### src/rtl/instruction_fetch_pkg.sv
// Definitions shared by the fetch stage and downstream stages: machine-cycle
// phase encodings and the program counter width.
package instruction_fetch_pkg;

    localparam int PC_WIDTH    = 12;
    localparam int PHASE_WIDTH = 3;

    // Phase encodings, numbered 0..7 in cycle order.
    localparam logic [2:0] PHASE_A1 = 3'd0;
    localparam logic [2:0] PHASE_A2 = 3'd1;
    localparam logic [2:0] PHASE_A3 = 3'd2;
    localparam logic [2:0] PHASE_M1 = 3'd3;
    localparam logic [2:0] PHASE_M2 = 3'd4;
    localparam logic [2:0] PHASE_X1 = 3'd5;
    localparam logic [2:0] PHASE_X2 = 3'd6;
    localparam logic [2:0] PHASE_X3 = 3'd7;

    // X3 wraps to A1 through the natural 3-bit overflow.
    function automatic logic [2:0] next_phase(input logic [2:0] phase);
        return phase + 3'd1;
    endfunction

endpackage

### src/rtl/instruction_fetch_sequencer.sv
// Free-running 8-phase machine-cycle counter with decoded phase strobes.
module instruction_fetch_sequencer
    import instruction_fetch_pkg::*;
(
    input  logic       clock,
    input  logic       reset,
    output logic [2:0] phase,
    output logic       addr_phase,
    output logic       capture_opcode,
    output logic       capture_operand,
    output logic       exec_first,
    output logic       exec_last
);

    always_ff @(posedge clock) begin
        if (reset) begin
            phase <= PHASE_A1;
        end else begin
            phase <= next_phase(phase);
        end
    end

    always_comb begin
        addr_phase      = (phase == PHASE_A1) || (phase == PHASE_A2) || (phase == PHASE_A3);
        capture_opcode  = (phase == PHASE_M1);
        capture_operand = (phase == PHASE_M2);
        exec_first      = (phase == PHASE_X1);
        exec_last       = (phase == PHASE_X3);
    end

endmodule

### src/rtl/instruction_fetch.sv
// Fetch stage: drives the PC onto the 4-bit bus over A1..A3, captures the
// opcode/operand nibbles in M1/M2, and advances or reloads the PC at X3.
module instruction_fetch
    import instruction_fetch_pkg::*;
#(
    parameter logic [PC_WIDTH-1:0] RESET_PC = 12'h000
) (
    input  logic                clock,
    input  logic                reset,
    input  logic [3:0]          data_in,
    output logic [3:0]          data_out,
    output logic                data_out_en,
    output logic                sync,
    output logic [2:0]          cycle_phase,
    output logic [PC_WIDTH-1:0] pc,
    input  logic                pc_load,
    input  logic [PC_WIDTH-1:0] pc_load_value,
    output logic [3:0]          inst_opcode,
    output logic [3:0]          inst_operand,
    output logic                inst_valid
);

    logic addr_phase;
    logic capture_opcode;
    logic capture_operand;
    logic exec_first;
    logic exec_last;

    instruction_fetch_sequencer u_sequencer (
        .clock           (clock),
        .reset           (reset),
        .phase           (cycle_phase),
        .addr_phase      (addr_phase),
        .capture_opcode  (capture_opcode),
        .capture_operand (capture_operand),
        .exec_first      (exec_first),
        .exec_last       (exec_last)
    );

    // The PC only moves on the edge leaving X3, so it is stable for a whole cycle.
    always_ff @(posedge clock) begin
        if (reset) begin
            pc <= RESET_PC;
        end else if (exec_last) begin
            pc <= pc_load ? pc_load_value : pc + 12'd1;
        end
    end

    always_ff @(posedge clock) begin
        if (reset) begin
            inst_opcode  <= 4'h0;
            inst_operand <= 4'h0;
        end else begin
            if (capture_opcode) begin
                inst_opcode <= data_in;
            end
            if (capture_operand) begin
                inst_operand <= data_in;
            end
        end
    end

    always_comb begin
        data_out = 4'h0;
        case (cycle_phase)
            PHASE_A1: data_out = pc[3:0];
            PHASE_A2: data_out = pc[7:4];
            PHASE_A3: data_out = pc[11:8];
            default:  data_out = 4'h0;
        endcase
    end

    // Reset gates the pulse so a reset landing in X1 never reports an instruction.
    assign data_out_en = addr_phase;
    assign inst_valid  = exec_first && !reset;
    assign sync        = exec_last;

endmodule

### config.mk
export PLATFORM = sky130hd
export DESIGN_NAME = instruction_fetch
export DESIGN_NICKNAME = d
export VERILOG_FILES = /design/src/rtl/instruction_fetch_pkg.sv /design/src/rtl/instruction_fetch_sequencer.sv /design/src/rtl/instruction_fetch.sv
export SDC_FILE = /design/constraint.sdc
export NUM_CORES = 1
export LEC_CHECK = 0
export CAP_MARGIN = 40
export CORE_ASPECT_RATIO = 1.75
export CORE_UTILIZATION = 47
export DETAILED_ROUTE_END_ITERATION = 16
export PLACE_DENSITY_LB_ADDON = 0.05
export SYNTH_ARGS = -nofsm -noshare
export SYNTH_HDL_FRONTEND = slang
export SYNTH_SLANG_ARGS = --single-unit
### constraint.sdc
create_clock -name clock -period 3.7 [get_ports clock]
set_input_delay 0.74 -clock clock [delete_from_list [all_inputs] [get_ports clock]]
set_output_delay 0.74 -clock clock [all_outputs]
set_load 0.02 [all_outputs]
==> results of run 1 <==
[cells in the final DEF, fill, tap and decap left out, types with 2 or more instances in the layout]
master and count:
inv_1 6, ha_1 7, o41ai_1 2, a21oi_1 10, nor4_1 3, nand4_1 2, clkbuf_8 3, dfxtp_1 23
a22oi_1 5, nor2_1 12, nand2_1 22, clkdlybuf4s50_1 48, buf_4 3, o31ai_1 2, a211oi_1 3, and2_1 2
nor2b_1 6, o21ai_0 9, a31oi_1 3, nand3_1 13, mux2i_1 8, a32o_1 3
[through the flow]
stage / util / cell area, um2 / instances / power [mW] / worst slack (ns)
2_1_floorplan: - / 1304 / 162 / 0.3174 / 1.511
3_3_place_gp: 0.7034 / 1795 / 229 / 0.3629 / 0.9187
3_5_place_dp: 0.7034 / 1795 / 229 / 0.3656 / 0.9343
4_1_cts: 0.7216 / 1842 / 233 / 0.5226 / 0.7673
5_1_grt: 0.7216 / 1842 / 233 / 0.5376 / 0.6120
6_report: 0.7216 / 1842 / 233 / 0.5173 / 0.7754
[cell families after synthesis]
| kind of cell | count (synthesis) |
|---|---|
| DFF | 23 |
| buffers and inverters | 17 |
| and+or+nand+nor | 66 |
| AOI/OAI and AO/OA | 41 |
| adders and majority gates | 7 |
| muxes | 8 |
[state kept, by name, indices dropped and copies added (netlist names)]
name	flops
u_sequencer.phase	3
inst_operand	4
inst_opcode	4
pc	12
[worst max-delay path, stage by stage, from the launching register on]
cell,delay [ns]
dfxtp_1,0.36
inv_1,0.10
ha_1,0.25
nor2b_1,0.35
a22oi_1,0.15
nand2_1,0.11
clkdlybuf4s50_1,0.61
[worst max-delay path by stage]
stage | from | endpoint | slack [ns] | depth (start not counted)
after floorplan | u_sequencer.phase[0] | data_out_en | 1.51 | 4
after global placement | reset | inst_valid | 0.92 | 4
after detailed placement | reset | inst_valid | 0.93 | 4
after CTS | u_sequencer.phase[0] | data_out[0] | 0.77 | 6
after global routing | u_sequencer.phase[1] | data_out[0] | 0.61 | 6
final | u_sequencer.phase[0] | data_out[0] | 0.78 | 6
[routing by layer]
metal  vias up  wire [um]  global-route usage
li1        678          -                   -
met1       628       1285              0.2611
met2        46       1825              0.4479
met3         5        157             0.02771
met4         0         38             0.09677
met5         -          0                   0
[final cells by class]
cell class	instances	area (um2)	share of cell area
clock buffer	3	41.29	0.02242
clock inverter	1	5.005	0.002717
inverter	7	26.28	0.01427
multi-input combinational	122	773.2	0.4198
sequential	23	460.4	0.2500
tap	26	32.53	0.01766
timing repair buffer	51	503.0	0.2731
[power groups by stage]
stage	registers [mW]	logic, mW	clock network [mW]
2_1_floorplan	0.274	0.0432	0
3_3_place_gp	0.268	0.0951	0
3_5_place_dp	0.269	0.0971	0
4_1_cts	0.263	0.0977	0.162
5_1_grt	0.264	0.105	0.168
6_report	0.263	0.0971	0.158
==> run summary, run 1 <==
area of the mapped netlist -> 1304 um2
largest family of logic cells by synthesized area -> simple AND/OR/NAND/NOR gates
Logic pwr share -> 0.188
crit path launch type -> flip-flop
synth unique cells -> 33
Cell Rows -> 24
post-synthesis simple-gate area fraction -> 0.2582
Syn Nets -> 188
Hold Crit Start -> inst_operand[1]
sw frac -> 0.2669
top post-synthesis cells by area -> dfxtp_1 35%, ha_1 6.7%, nand2_1 6.3%, mux2i_1 6.1%, nand3_1 5.0%
final slew viol count -> 0
Setup Viol. Count Final -> 0
Synth Area in Adders -> 0.06718
critical path class -> reg2out
Ant. Diodes -> 0
ys async rst share -> 0
Fin Clk Skew -> 0.004321 ns
Die H -> 71.68 um
minimum period implied by the final worst setup slack -> 2.925 ns
Hold EP -> inst_operand[1]
Internal Power -> 0.3792 mW
Remaining Overflow, GRT -> 0
routed vias/inst -> 5.824
final wirelength -> 3307 um
status -> complete, no violations
Initial DRT Pass Iterations -> 4
FF-to-FF End -> pc[11]
H-tree depth -> 1
Initial Util -> 0.5108
clk sink count -> 23
Synth-to-Final Area Change -> 41.27%
I/O pin count -> 49
nets -> 234
static leakage -> 0.6897 nW
area fraction of the dominant cell type after synthesis -> 0.3532
vias in the first global route -> 1374
Worst EP arrival -> 2.18 ns
Post-Syn Instances -> 162
R2R setup slack -> 1.90 ns
Routability Congestion -> 0.9044
fin crit share -> 0.7904
GRT Total Usage -> 0.2378
final hold slack -> 0.4592 ns
hold crit path type -> reg2reg
largest net degree at the start of global routing -> 22
Filler cells -> 215
compound-gate portion of the synthesized area -> 0.2063
clk buf depth -> 2
top_reg_cell synth -> dfxtp_1
Crit Reg-Reg Startpoint -> u_sequencer.phase[2]
mux contribution to synthesized area -> 0.06142
Hold Crit Depth -> 2
first-pass GRT wire length -> 5754 um
r2r worst-path depth -> 6
Hold Violations, Final -> 0
setup bufs post-CTS -> 0
unrepaired setup endpoints after global routing -> no
Max Cap Viol -> 0
CP max FO -> 6
Peak Freq -> 341.9 MHz
most common cell in the netlist -> dfxtp_1
sequential share of power -> 0.508
worst-margin pin slew -> 0.3984 ns
top post-synthesis cells by count -> 23 x dfxtp_1, 22 x nand2_1, 13 x nand3_1, 12 x nor2_1, 10 x a21oi_1
Max-slew headroom -> 0.7336
CP Capture Type -> primary output
leading area contributor after synthesis -> dfxtp_1
Clk pwr share -> 0.305
DR WL/cell -> 14.19 um
Yosys reg bits -> 23
Vias -> 1357
CTS tree -> done
Sw Pwr -> 0.1380 mW
Avg Synthesized Cell Area -> 8.048 um2
Core Area -> 2552 um2
WP data required -> 2.96 ns
Die ar. -> 2997 um2
DRT iter0 DRCs -> 37
setup_tns -> 0 ns
DRC viols -> 0
root buffer cell -> clkbuf_8
Synth Area in XOR/XNOR -> 0
hold-fix buffers at CTS -> 0
Seq/Total Area, Yosys -> 0.3532
detailed placement HPWL -> 2468 um
fraction of layout cells with a size suffix above 1 -> 0.05314
ANT nets after route -> 0
number of flops mapped to enable cells by yosys -> 0
Clock Latency Late Sink -> 0.27 ns
post-cts resize count -> 0
Yosys Warn Count -> 0
cts bufs inserted -> 3
total power divided by cell area -> 280.9 nW/um2
peak supply drop -> 0.2354 mV
port bufs -> 48
DIE WIDTH -> 41.82 um
initial antenna violation count -> 0
clock transition at the registers of the reported paths -> 0.08 ns
Note: power is estimated with default switching activity, not from simulation.
==> run 2, diff against run 1 <==
Settings changed: CORE_UTILIZATION 47 to 44.
Clock period 3.7 ns to 2.7 ns, I/O delays scaled along.
==> run 2 against run 1 <==
Hold slack better by 0.0066 ns. Utilization is 4.8 points lower. Sequential share of layout area is 0.17 points lower. Largest cell class unchanged.
==> run summary, run 2 (synthesized netlist as in run 1, its figures left out) <==
status -> complete, no violations (unchanged)
Remaining Overflow, GRT -> 0 (unchanged)
setup_tns -> 0 ns (unchanged)
DRC viols -> 0 (unchanged)
critical path class -> reg2out (unchanged)
DP Area -> 1797 um2 (was 1795 um2)
crit path launch type -> flip-flop (unchanged)
CTS tree -> done (unchanged)
worst-path cell chain -> inv_1, ha_1, nor2b_4, a22oi_1, nand2_1, clkdlybuf4s50_1 (was inv_1, ha_1, nor2b_1, a22oi_1, nand2_1, clkdlybuf4s50_1)
DRT iter0 DRCs -> 39 (was 37)
clk buf depth -> 2 (unchanged)
Die H -> 74.01 um (was 71.68 um)
Clock Latency Late Sink -> 0.26 ns (was 0.27 ns)
max FFs per register -> 12 (unchanged)
Multi-input gate area -> 780.7 um2 (was 773.2 um2)
first-pass GRT wire length -> 5430 um (was 5754 um)
total power divided by cell area -> 382.4 nW/um2 (was 280.9 nW/um2)
H-tree depth -> 1 (unchanged)
Synth-to-Final Area Change -> 42.23% (was 41.27%)
Setup Viol. Count Final -> 0 (unchanged)
CP Capture Type -> primary output (unchanged)
hold crit path type -> reg2reg (unchanged)
CP bufs+invs -> 2 (unchanged)
Core Area -> 2753 um2 (was 2552 um2)
DIE WIDTH -> 43.15 um (was 41.82 um)
cts bufs inserted -> 3 (unchanged)
Worst EP arrival -> 2.00 ns (was 2.18 ns)
Initial DRT Pass Iterations -> 4 (unchanged)
Crit path max-delay family -> buffers and inverters (unchanged)
nets -> 234 (unchanged)
most frequent cells in the layout -> 45 x clkdlybuf4s50_1, 23 x dfxtp_1, 22 x nand2_1 (was 48 x clkdlybuf4s50_1, 23 x dfxtp_1, 22 x nand2_1)
Die ar. -> 3194 um2 (was 2997 um2)
root buffer cell -> clkbuf_8 (unchanged)
Ant. Diodes -> 0 (unchanged)
routed vias/inst -> 5.684 (was 5.824)
Max Cap Viol -> 0 (unchanged)
Crit-path slowest cell -> clkdlybuf4s50_1 (unchanged)
Peak Freq -> 393.0 MHz
DR WL/cell -> 14.24 um (was 14.19 um)
Max-slew headroom -> 0.7062 (was 0.7336)
final hold slack -> 0.4658 ns (was 0.4592 ns)
Largest regs -> pc: 12 flops, inst_opcode: 4 flops, inst_operand: 4 flops (unchanged)
ANT nets after route -> 0 (unchanged)
R2R setup slack -> 0.82 ns (was 1.90 ns)
Routability Congestion -> 0.8633 (was 0.9044)
clock transition at the registers of the reported paths -> 0.09 ns (was 0.08 ns)
hold-fix buffers at CTS -> 0 (unchanged)
I/O pin count -> 49 (unchanged)
vias in the first global route -> 1278 (was 1374)
Fin Clk Skew -> 0.004516 ns (was 0.004321 ns)
final wirelength -> 3333 um (was 3307 um)
total power draw -> 0.7090 mW (was 0.5173 mW)
unrepaired setup endpoints after global routing -> no (unchanged)
static leakage -> 0.7333 nW (was 0.6897 nW)
GRT Total Usage -> 0.2193 (was 0.2378)
fin util -> 0.6736 (was 0.7216)
final slew viol count -> 0 (unchanged)
Filler cells -> 245 (was 215)
largest net degree at the start of global routing -> 22 (unchanged)
Vias -> 1330 (was 1357)
Initial Util -> 0.4736 (was 0.5108)
worst-margin pin slew -> 0.4401 ns (was 0.3984 ns)
Top reg by flops -> pc (unchanged)
FF+latch area -> 460.4 um2 (unchanged)
initial antenna violation count -> 0 (unchanged)
CP peak stage delay -> 0.53 ns (was 0.61 ns)
fraction of layout cells with a size suffix above 1 -> 0.05797 (was 0.05314)
peak supply drop -> 0.3615 mV (was 0.2354 mV)
detailed placement HPWL -> 2439 um (was 2468 um)
port bufs -> 48 (unchanged)
most common cell after layout, fill and taps aside -> clkdlybuf4s50_1 (unchanged)
clk sink count -> 23 (unchanged)
WP data required -> 2.16 ns (was 2.96 ns)
minimum period implied by the final worst setup slack -> 2.544 ns
fin crit share -> 0.9424
CP max FO -> 6 (unchanged)
Hold Violations, Final -> 0 (unchanged)
Cell Rows -> 25 (was 24)
Final Cell Area -> 1854 um2 (was 1842 um2)
-- run 2: changes by cell type in the layout (fill, tap and decap cells not counted) --
| cell | previous run | this run |
|---|---|---|
| dlymetal6s2s_1 | 0 | 2 |
| nor2b_4 | 0 | 1 |
| nor2b_1 | 6 | 5 |
| dlygate4sd2_1 | 0 | 1 |
| clkdlybuf4s50_1 | 48 | 45 |
-- run 2: metal layers --
| layer | up-vias | share of wire | GRT usage | wire, um |
|---|---|---|---|---|
| met3 | 4 | 0.056 | 0.03398 | 188 |
| met2 | 44 | 0.53 | 0.4113 | 1774 |
| met1 | 610 | 0.40 | 0.2356 | 1325 |
| li1 | 672 | - | - | - |
| met5 | - | 0 | 0 | 0 |
| met4 | 0 | 0.013 | 0.09428 | 44 |
-- run 2: power by group --
group | internal, mW | switching, mW
logic | 0.0681 | 0.0652
registers | 0.349 | 0.0117
clock network | 0.103 | 0.113
total | 0.520 | 0.189
-- run 2: final timing paths --
check                                  endpoint  depth (start not counted)                  from
worst max-delay path                data_out[3]                          6  u_sequencer.phase[0]
worst min-delay path            inst_operand[3]                          2       inst_operand[3]
worst max register to register           pc[11]                          6  u_sequencer.phase[2]
worst min register to register  inst_operand[3]                          2       inst_operand[3]
-- run 2: area by class of cell --
class,instances,share of cell area
clock inverters,1,0.002699
clock buffers,3,0.02227
repair buffers,51,0.2733
inverters,7,0.01417
well taps,27,0.01822
multi-input cells,122,0.4211
flip-flops and latches,23,0.2483
-- run 2: through the flow --
stage	instances	worst slack, ns
2_1_floorplan	162	0.7111
3_3_place_gp	230	0.3214
3_5_place_dp	230	0.2907
4_1_cts	234	0.07103
5_1_grt	234	0.04391
6_report	234	0.1556
-- run 2: what timing repair did --
item                                    in CTS  in global routing
setup buffers                                0                  0
resized for setup                            2                  3
hold endpoints to repair                     0                  0
gates cloned                                 0                  0
endpoints found under the setup margin       2                  3
-- run 2: tightest hold or removal path, stage by stage, from the launching register on --
cell	delay, ns
dfxtp_1	0.32
nand2_1	0.05
a21oi_1	0.06
==> run 3, diff against run 2 <==
Settings changed: REMOVE_ABC_BUFFERS set to 1.
==> run 3 against run 2 <==
Die area stayed put. Sequential power barely moved. Register-to-register slack got worse by 0.04 ns. Utilization unchanged. Global-route usage up 0.55 points. Critical path type unchanged. Clock power fell by 3%. Largest cell class unchanged.
==> run summary, run 3 (synthesized netlist as in run 1, its figures left out) <==
Die H -> 74.01 um (unchanged)
Cell Rows -> 25 (unchanged)
static leakage -> 0.6977 nW (was 0.7333 nW)
Initial Util -> 0.4736 (unchanged)
setup bufs post-CTS -> 0 (unchanged)
H-tree depth -> 1 (unchanged)
Hold Violations, Final -> 0 (unchanged)
Setup Viol. Count Final -> 0 (unchanged)
Final Cell Area -> 1854 um2 (unchanged)
DR WL/cell -> 14.62 um (was 14.24 um)
vias in the first global route -> 1241 (was 1278)
final slew viol count -> 0 (unchanged)
first-pass GRT wire length -> 5616 um (was 5430 um)
crit path launch type -> flip-flop (unchanged)
Largest regs -> pc: 12 flops, inst_opcode: 4 flops, inst_operand: 4 flops (unchanged)
Top reg by flops -> pc (unchanged)
DP Worst Slack -> 0.2550 ns (was 0.2907 ns)
largest net degree at the start of global routing -> 22 (unchanged)
Crit Reg-Reg Startpoint -> u_sequencer.phase[2] (unchanged)
Core Area -> 2753 um2 (unchanged)
unrepaired setup endpoints after global routing -> no (unchanged)
DRC viols -> 0 (unchanged)
Peak Freq -> 396.5 MHz (was 393.0 MHz)
Die ar. -> 3194 um2 (unchanged)
FF-to-FF End -> pc[11] (unchanged)
CP Capture Type -> primary output (unchanged)
Routability Congestion -> 0.8282 (was 0.8633)
clk sink count -> 23 (unchanged)
Max-slew headroom -> 0.7111 (was 0.7062)
final wirelength -> 3421 um (was 3333 um)
Clock Latency Late Sink -> 0.26 ns (about the same)
R2R setup slack -> 0.78 ns (was 0.82 ns)
port bufs -> 48 (unchanged)
clock transition at the registers of the reported paths -> 0.08 ns (was 0.09 ns)
I/O pin count -> 49 (unchanged)
total power divided by cell area -> 380.5 nW/um2 (was 382.4 nW/um2)
r2r worst-path depth -> 6 (unchanged)
worst-margin pin slew -> 0.4327 ns (was 0.4401 ns)
Final WS setup -> 0.1782 ns (was 0.1556 ns)
clk buf depth -> 2 (unchanged)
CP max FO -> 5 (was 6)
initial antenna violation count -> 0 (unchanged)
Synth-to-Final Area Change -> 42.23% (unchanged)
detailed placement HPWL -> 2576 um (was 2439 um)
root buffer cell -> clkbuf_8 (unchanged)
most common cell after layout, fill and taps aside -> clkdlybuf4s50_1 (unchanged)
nets -> 234 (unchanged)
hold crit path type -> reg2reg (unchanged)
status -> complete, no violations (unchanged)
WP data required -> 2.16 ns (about the same)
CP most frequent cell -> nand2_1
DP Area -> 1797 um2 (unchanged)
Hold EP -> inst_operand[1] (was inst_operand[3])
fin crit share -> 0.9340 (was 0.9424)
WP depth -> 6 (unchanged)
Fin Clk Skew -> 0.006144 ns (was 0.004516 ns)
Crit-path slowest cell -> clkdlybuf4s50_1 (unchanged)
GRT Total Usage -> 0.2248 (was 0.2193)
Hold Crit Start -> inst_operand[1] (was inst_operand[3])
critical path class -> reg2out (unchanged)
Vias -> 1357 (was 1330)
CP bufs+invs -> 2 (unchanged)
Ant. Diodes -> 0 (unchanged)
Remaining Overflow, GRT -> 0 (unchanged)
DIE WIDTH -> 43.15 um (unchanged)
peak supply drop -> 0.3891 mV (was 0.3615 mV)
DRT iter0 DRCs -> 19 (was 39)
minimum period implied by the final worst setup slack -> 2.522 ns (was 2.544 ns)
worst-path cell chain -> inv_1, ha_1, nor2b_1, nand2_1, nand2_1, clkdlybuf4s50_1 (was inv_1, ha_1, nor2b_4, a22oi_1, nand2_1, clkdlybuf4s50_1)
Worst EP arrival -> 1.98 ns (was 2.00 ns)
routed vias/inst -> 5.799 (was 5.684)
Hold Crit Depth -> 2 (unchanged)
Max Cap Viol -> 0 (unchanged)
cts bufs inserted -> 3 (unchanged)
Initial DRT Pass Iterations -> 4 (unchanged)
CP peak stage delay -> 0.61 ns (was 0.53 ns)
max FFs per register -> 12 (unchanged)
most frequent cells in the layout -> 47 x clkdlybuf4s50_1, 23 x dfxtp_1, 22 x nand2_1 (was 45 x clkdlybuf4s50_1, 23 x dfxtp_1, 22 x nand2_1)
Crit path max-delay family -> buffers and inverters (unchanged)
fin cells -> 234 (unchanged)
ANT nets after route -> 0 (unchanged)
setup_tns -> 0 ns (unchanged)
CTS tree -> done (unchanged)
fraction of layout cells with a size suffix above 1 -> 0.05797 (unchanged)
Placed Instances -> 230 (unchanged)
run 3: worst max-delay path by stage:
stage / from / endpoint / slack, ns
finish: u_sequencer.phase[0] / data_out[0] / 0.18
global route: u_sequencer.phase[1] / data_out[3] / 0.004
CTS: u_sequencer.phase[0] / data_out_en / 0.006
detailed placement: reset / inst_valid / 0.26
global placement: reset / inst_valid / 0.26
floorplan: u_sequencer.phase[0] / data_out_en / 0.69
run 3: final cells by class:
class / instances / area (um2)
Sequential cell: 23 / 460.4
Inverter: 7 / 26.28
Fill cell: 257 / 898.4
Multi-Input combinational cell: 122 / 783.3
Tap cell: 27 / 33.78
Clock buffer: 4 / 45.04
Timing Repair Buffer: 51 / 505.5
run 3: what timing repair did:
action                                  in CTS  in global routing
hold buffers                                 0                  0
endpoints found under the setup margin       0                  5
endpoints found under the hold margin        0                  0
resized for setup                            0                  4
run 3: tightest hold or removal path, delay by kind of cell, from the launching register on:
kind	cells	cell delay, ns
AOI/OAI and AO/OA	1	0.05
DFF	1	0.32
and+or+nand+nor	1	0.05
run 3: layer usage:
layer  wire length, um  vias up  share of wire  GRT usage
li1                  -      670              -          -
met1              1321      634           0.39     0.2557
met2              1879       51           0.55     0.4345
met3               197        2          0.058    0.03398
met4                22        0         0.0064    0.04040
met5                 0        -              0          0
run 3: through the flow:
stage,power (mW),util,hold slack (ns)
finish,0.7055,0.6736,0.4629
global route,0.7336,0.6736,0.4915
CTS,0.7094,0.6691,0.4655
detailed placement,0.5021,0.6527,0.4536
global placement,0.4995,0.6527,0.4459
floorplan,0.4251,-,0.5176
run 3: report_power, final:
part / total (mW) / switching [mW] / internal (mW)
combinational: 0.137 / 0.0669 / 0.0706
sequential: 0.360 / 0.0112 / 0.349
clock: 0.208 / 0.103 / 0.105
total: 0.706 / 0.181 / 0.524
